===== src/rtl/addsub_serial.sv =====
// rtl/addsub_serial.sv - chunk-serial adder/subtractor with valid/ready handshake
//
// Adds or subtracts two WIDTH-bit operands CHUNK bits per clock, LSB slice first.
// An operation takes N = WIDTH/CHUNK clock edges after it is accepted.
//
// Ports:
//   clk        rising-edge clock
//   rst_n      asynchronous active-low reset
//   in_valid   operands/mode present
//   in_ready   block can accept operands (IDLE only)
//   in1, in2   operands A and B
//   sub        0 = A+B, 1 = A-B
//   out_valid  result and flags valid (DONE only)
//   out_ready  consumer takes result
//   out_data   result, modulo 2^WIDTH
//   carry      carry out of MSB (for subtract: 1 = no borrow)
//   overflow   two's-complement signed overflow
//   zero       out_data == 0
//   negative   out_data[WIDTH-1]
module addsub_serial #(
  parameter int WIDTH = 32,
  parameter int CHUNK = 8
) (
  input  logic             clk,
  input  logic             rst_n,
  input  logic             in_valid,
  output logic             in_ready,
  input  logic [WIDTH-1:0] in1,
  input  logic [WIDTH-1:0] in2,
  input  logic             sub,
  output logic             out_valid,
  input  logic             out_ready,
  output logic [WIDTH-1:0] out_data,
  output logic             carry,
  output logic             overflow,
  output logic             zero,
  output logic             negative
);

  localparam int N     = WIDTH / CHUNK;
  localparam int IDX_W = (N > 1) ? $clog2(N) : 1;

  typedef enum logic [1:0] {IDLE, CALC, DONE} state_t;

  state_t           state;
  logic [WIDTH-1:0] a_q;    // operand A, progressively replaced by the sum
  logic [WIDTH-1:0] b_q;    // operand B (inverted for subtract), shifted down
  logic [IDX_W-1:0] idx;
  logic             cy;

  logic [CHUNK:0]   slice_sum;
  logic [WIDTH-1:0] a_rot;
  logic             msb_cin;
  logic             last;

  // The current slice always sits in the low CHUNK bits. The slice sum is
  // rotated in at the top of a_q so that after N steps a_q holds the result.
  always_comb begin
    slice_sum = {1'b0, a_q[CHUNK-1:0]} + {1'b0, b_q[CHUNK-1:0]} + {{CHUNK{1'b0}}, cy};
    // Carry into the MSB recovered from the MSB sum bit: s = a ^ b ^ cin.
    msb_cin   = a_q[CHUNK-1] ^ b_q[CHUNK-1] ^ slice_sum[CHUNK-1];
    last      = (idx == IDX_W'(N - 1));
  end

  generate
    if (N == 1) begin : g_single
      assign a_rot = slice_sum[CHUNK-1:0];
    end else begin : g_multi
      assign a_rot = {slice_sum[CHUNK-1:0], a_q[WIDTH-1:CHUNK]};
    end
  endgenerate

  always_ff @(posedge clk or negedge rst_n) begin
    if (!rst_n) begin
      state     <= IDLE;
      a_q       <= '0;
      b_q       <= '0;
      idx       <= '0;
      cy        <= 1'b0;
      in_ready  <= 1'b1;
      out_valid <= 1'b0;
      out_data  <= '0;
      carry     <= 1'b0;
      overflow  <= 1'b0;
      zero      <= 1'b0;
      negative  <= 1'b0;
    end else begin
      case (state)
        IDLE: begin
          if (in_valid) begin
            a_q      <= in1;
            b_q      <= sub ? ~in2 : in2;
            cy       <= sub;
            idx      <= '0;
            in_ready <= 1'b0;
            state    <= CALC;
          end
        end
        CALC: begin
          a_q <= a_rot;
          b_q <= b_q >> CHUNK;
          cy  <= slice_sum[CHUNK];
          if (last) begin
            out_data  <= a_rot;
            carry     <= slice_sum[CHUNK];
            overflow  <= msb_cin ^ slice_sum[CHUNK];
            zero      <= (a_rot == '0);
            negative  <= a_rot[WIDTH-1];
            out_valid <= 1'b1;
            state     <= DONE;
          end else begin
            idx <= idx + IDX_W'(1);
          end
        end
        DONE: begin
          if (out_ready) begin
            out_valid <= 1'b0;
            in_ready  <= 1'b1;
            state     <= IDLE;
          end
        end
        default: begin
          out_valid <= 1'b0;
          in_ready  <= 1'b1;
          state     <= IDLE;
        end
      endcase
    end
  end

endmodule


===== config.mk =====
export PLATFORM = sky130hd
export DESIGN_NAME = addsub_serial
export DESIGN_NICKNAME = d
export VERILOG_FILES = /design/src/rtl/addsub_serial.sv
export SDC_FILE = /design/constraint.sdc
export NUM_CORES = 1
export LEC_CHECK = 0
export CAP_MARGIN = 5
export CORE_MARGIN = 2
export CORE_UTILIZATION = 50
export CTS_CLUSTER_SIZE = 24
export DETAILED_ROUTE_END_ITERATION = 6
export HOLD_SLACK_MARGIN = 0.05
export MAX_ROUTING_LAYER = met4
export PLACE_DENSITY = 0.78
export SLEW_MARGIN = 10
export SYNTH_ARGS = -nofsm -noshare
export SYNTH_HDL_FRONTEND = slang
export SYNTH_SLANG_ARGS = --single-unit

===== constraint.sdc =====
create_clock -name clk -period 5.1 [get_ports clk]
set_input_delay 1.02 -clock clk [delete_from_list [all_inputs] [get_ports clk]]
set_output_delay 1.02 -clock clk [all_outputs]
set_load 0.05 [all_outputs]

==> qor.yml <==
status: "finished clean"
postPlaceCellArea_mm2: 0.006336
io-pin-count: 107
worst_slew_pin_slew_ns: 0.8946
fin_tns_setup_ns: 0
synthFlopType: "dfrtp_1"
vias_per_cell: 5.610
numCtsBuffers: 9
die_h_um: 106.2
reg2reg_slack_ns: 2.49
n_fill_cell: 811
cts_tree: "yes"
yosysWarnings: 0
drt_wl_total_um: 12040
path_class: "flop to primary output"
via_count: 3865
startpoint_type: "flop"
p_seq_share_pct: 32.3
cts_resized: 0
path_delay_family: "buffers and inverters"
routabilityCongestion: 0.8849
cts_buffer_depth: 2
synthArstFlopShare_pct: 100.0
cts_root_buf: "clkbuf_8"
clkSlewWorstSetupHoldPaths_ns: 0.10
hold_path_class: "flop to flop"
first_pass_iters: 4
fin_skew_ns: 0.01345
grt_overflow: 0
post_drt_wl_per_cell_um: 17.48
syn2layout_area_growth_pct: 25.68
fin_hold_ws_ns: 0.4951
synthDistinctLibCells: 45
antenna_cells: 0
ys_seq_area_share_pct: 50.85
grtUsageTotal_pct: 22.66
netlist_instances: 462
grt_max_degree: 63
clock_power_share_pct: 11.7
cp-end-kind: "primary output"
max_freq_ghz: 0.3647
intPower_mw: 2.750
ys_ff_latch: 106
dpl.cell_count: 673
total_power_mw: 4.978
rows: 37
nets: 627
instances_no_fill: 689
p_comb_share_pct: 56.0
slew_violations: 0
cts_max_level: 3
insertion_delay_ns: 0.37
register_area_mm2: 0.002654
pre_cts_ws_ns: 1.984
place_hpwl_um: 8635
cts_num_sinks: 106
max_slew_margin_pct: 40.36
crit_chain: "clkdlybuf4s50_1"
min_period_ns: 2.742
postCtsHoldBufs: 0
power_density_mw_per_mm2: 759.0
design_area_mm2: 0.006559
grt_pass1_wl_um: 19540
core_area_mm2: 0.01023
ir_drop_mv: 0.2909
initial_core_util_pct: 51.01
dieArea_mm2: 0.01127
ant_nets: 0
critPathMaxStageDelay_ns: 0.80
grt_pass1_vias: 3810
rsz0062_at_grt: "no"
path_max_fanout: 3
netlist_area_mm2: 0.005219
report.final.setup_viol: 0
setup_slack_ns: 2.358
layout-drive-gt1-share_pct: 10.67
postCtsSetupRepairBufs: 0
power_switching_mw: 2.228
die_width_um: 106.2
first_iter_violations: 220
synth.net_count: 541
cp.arrival_ns: 1.72
cap_violations: 0
multi_input_area_mm2: 0.002402
syn_avg_cell_area_um2: 11.30
period_share_pct: 53.76
io_buffers: 106
antenna_found_initial: 0
worstPathRequired_ns: 4.08
fin_util_pct: 64.11
route.detailed.drc: 0
crit_slowest_cell: "clkdlybuf4s50_1"
leakagePower_nw: 2.757
synth_edf_count: 0
swShare_pct: 44.77
path_buf_inv: 1
hold_viol_final: 0
[final cells by class]
cell class | instances | area share, %
clock buffers | 9 | 1.889
well taps | 136 | 2.594
flip-flops and latches | 106 | 40.46
inverters | 5 | 0.2862
multi-input cells | 315 | 36.63
repair buffers | 111 | 16.63
clock inverters | 7 | 1.507
[synthesized netlist by cell type (2+ instances only)]
cell / count / area [um^2]
nor4_1: 6 / 37.54
fa_1: 2 / 40.04
xor2_1: 8 / 70.07
nor2_1: 10 / 37.54
nor2b_1: 10 / 62.56
o41ai_4: 2 / 55.05
nand2_1: 47 / 176.4
o31ai_1: 3 / 22.52
buf_2: 12 / 60.06
clkbuf_1: 22 / 82.58
nor3b_1: 4 / 30.03
o21bai_1: 2 / 15.01
a21o_1: 2 / 15.01
inv_1: 4 / 15.01
a2bb2oi_1: 24 / 210.2
a21oi_1: 13 / 65.06
o22a_1: 29 / 254.0
o21ai_0: 41 / 205.2
mux2_2: 27 / 304.0
nand4_1: 2 / 12.51
ha_1: 8 / 100.1
mux2i_1: 26 / 260.3
dfrtp_1: 105 / 2628
xnor2_1: 31 / 271.5
nor3_1: 2 / 10.01
[metal layers]
| metal | track usage [%] | routed length (um) |
|---|---|---|
| met5 | - | 0 |
| met2 | 36.13 | 5867 |
| met4 | 6.955 | 194 |
| met3 | 4.108 | 750 |
| met1 | 29.81 | 5228 |
[layout by cell type (no fill, tap or decap), types with 2 or more instances in the layout]
cell / count
a21o_1: 2
a21oi_1: 13
a2bb2oi_1: 24
buf_4: 6
bufinv_16: 2
clkbuf_8: 9
clkdlybuf4s50_1: 104
dfrtp_1: 105
fa_1: 2
ha_1: 8
inv_1: 4
inv_6: 2
mux2_2: 27
mux2i_1: 26
nand2_1: 47
nand4_1: 2
nor2_1: 9
nor2b_1: 9
nor3_1: 2
nor3b_1: 4
nor4_1: 6
o21ai_0: 41
o21bai_1: 2
o22a_1: 29
o31ai_1: 3
o41ai_4: 2
xnor2_1: 31
xor2_1: 8
[flip-flops by register name, summed over array words and instances (netlist names)]
register	cells
in_ready	1
negative	1
a_q	32
state	2
b_q	32
out_data	31
overflow	1
cy	1
zero	1
out_valid	1
carry	1
idx	2
[path summary, 6_finish.rpt]
check / cells past startpoint / startpoint / to
worst max-delay path: 1 / in_ready / in_ready
worst min-delay path: 2 / carry / carry
worst max register to register: 7 / a_q[0] / overflow
worst min register to register: 2 / carry / carry
max in group asynchronous: 2 / rst_n / b_q[8]
min in group asynchronous: 1 / rst_n / out_data[4]
[kinds of logic after synthesis]
| logic type | share of synthesized area (%) |
|---|---|
| flip-flops | 50.85 |
| AND/OR/NAND/NOR | 7.768 |
| multiplexers | 10.81 |
| buffers and inverters | 3.308 |
| XOR/XNOR | 6.545 |
| adder cells (fa/ha/maj) | 2.685 |
| AO/OA/AOI/OAI | 18.03 |
[power groups by stage]
| stage | Combinational, mW | Sequential (mW) | Clock [mW] |
|---|---|---|---|
| final | 2.79 | 1.61 | 0.581 |
| after global routing | 3.02 | 1.66 | 0.621 |
| after CTS | 2.81 | 1.61 | 0.587 |
| after detailed placement | 2.81 | 1.62 | 0 |
| after global placement | 2.71 | 1.60 | 0 |
| after floorplan | 1.63 | 1.98 | 0 |
(Power assumes the default switching activity.)
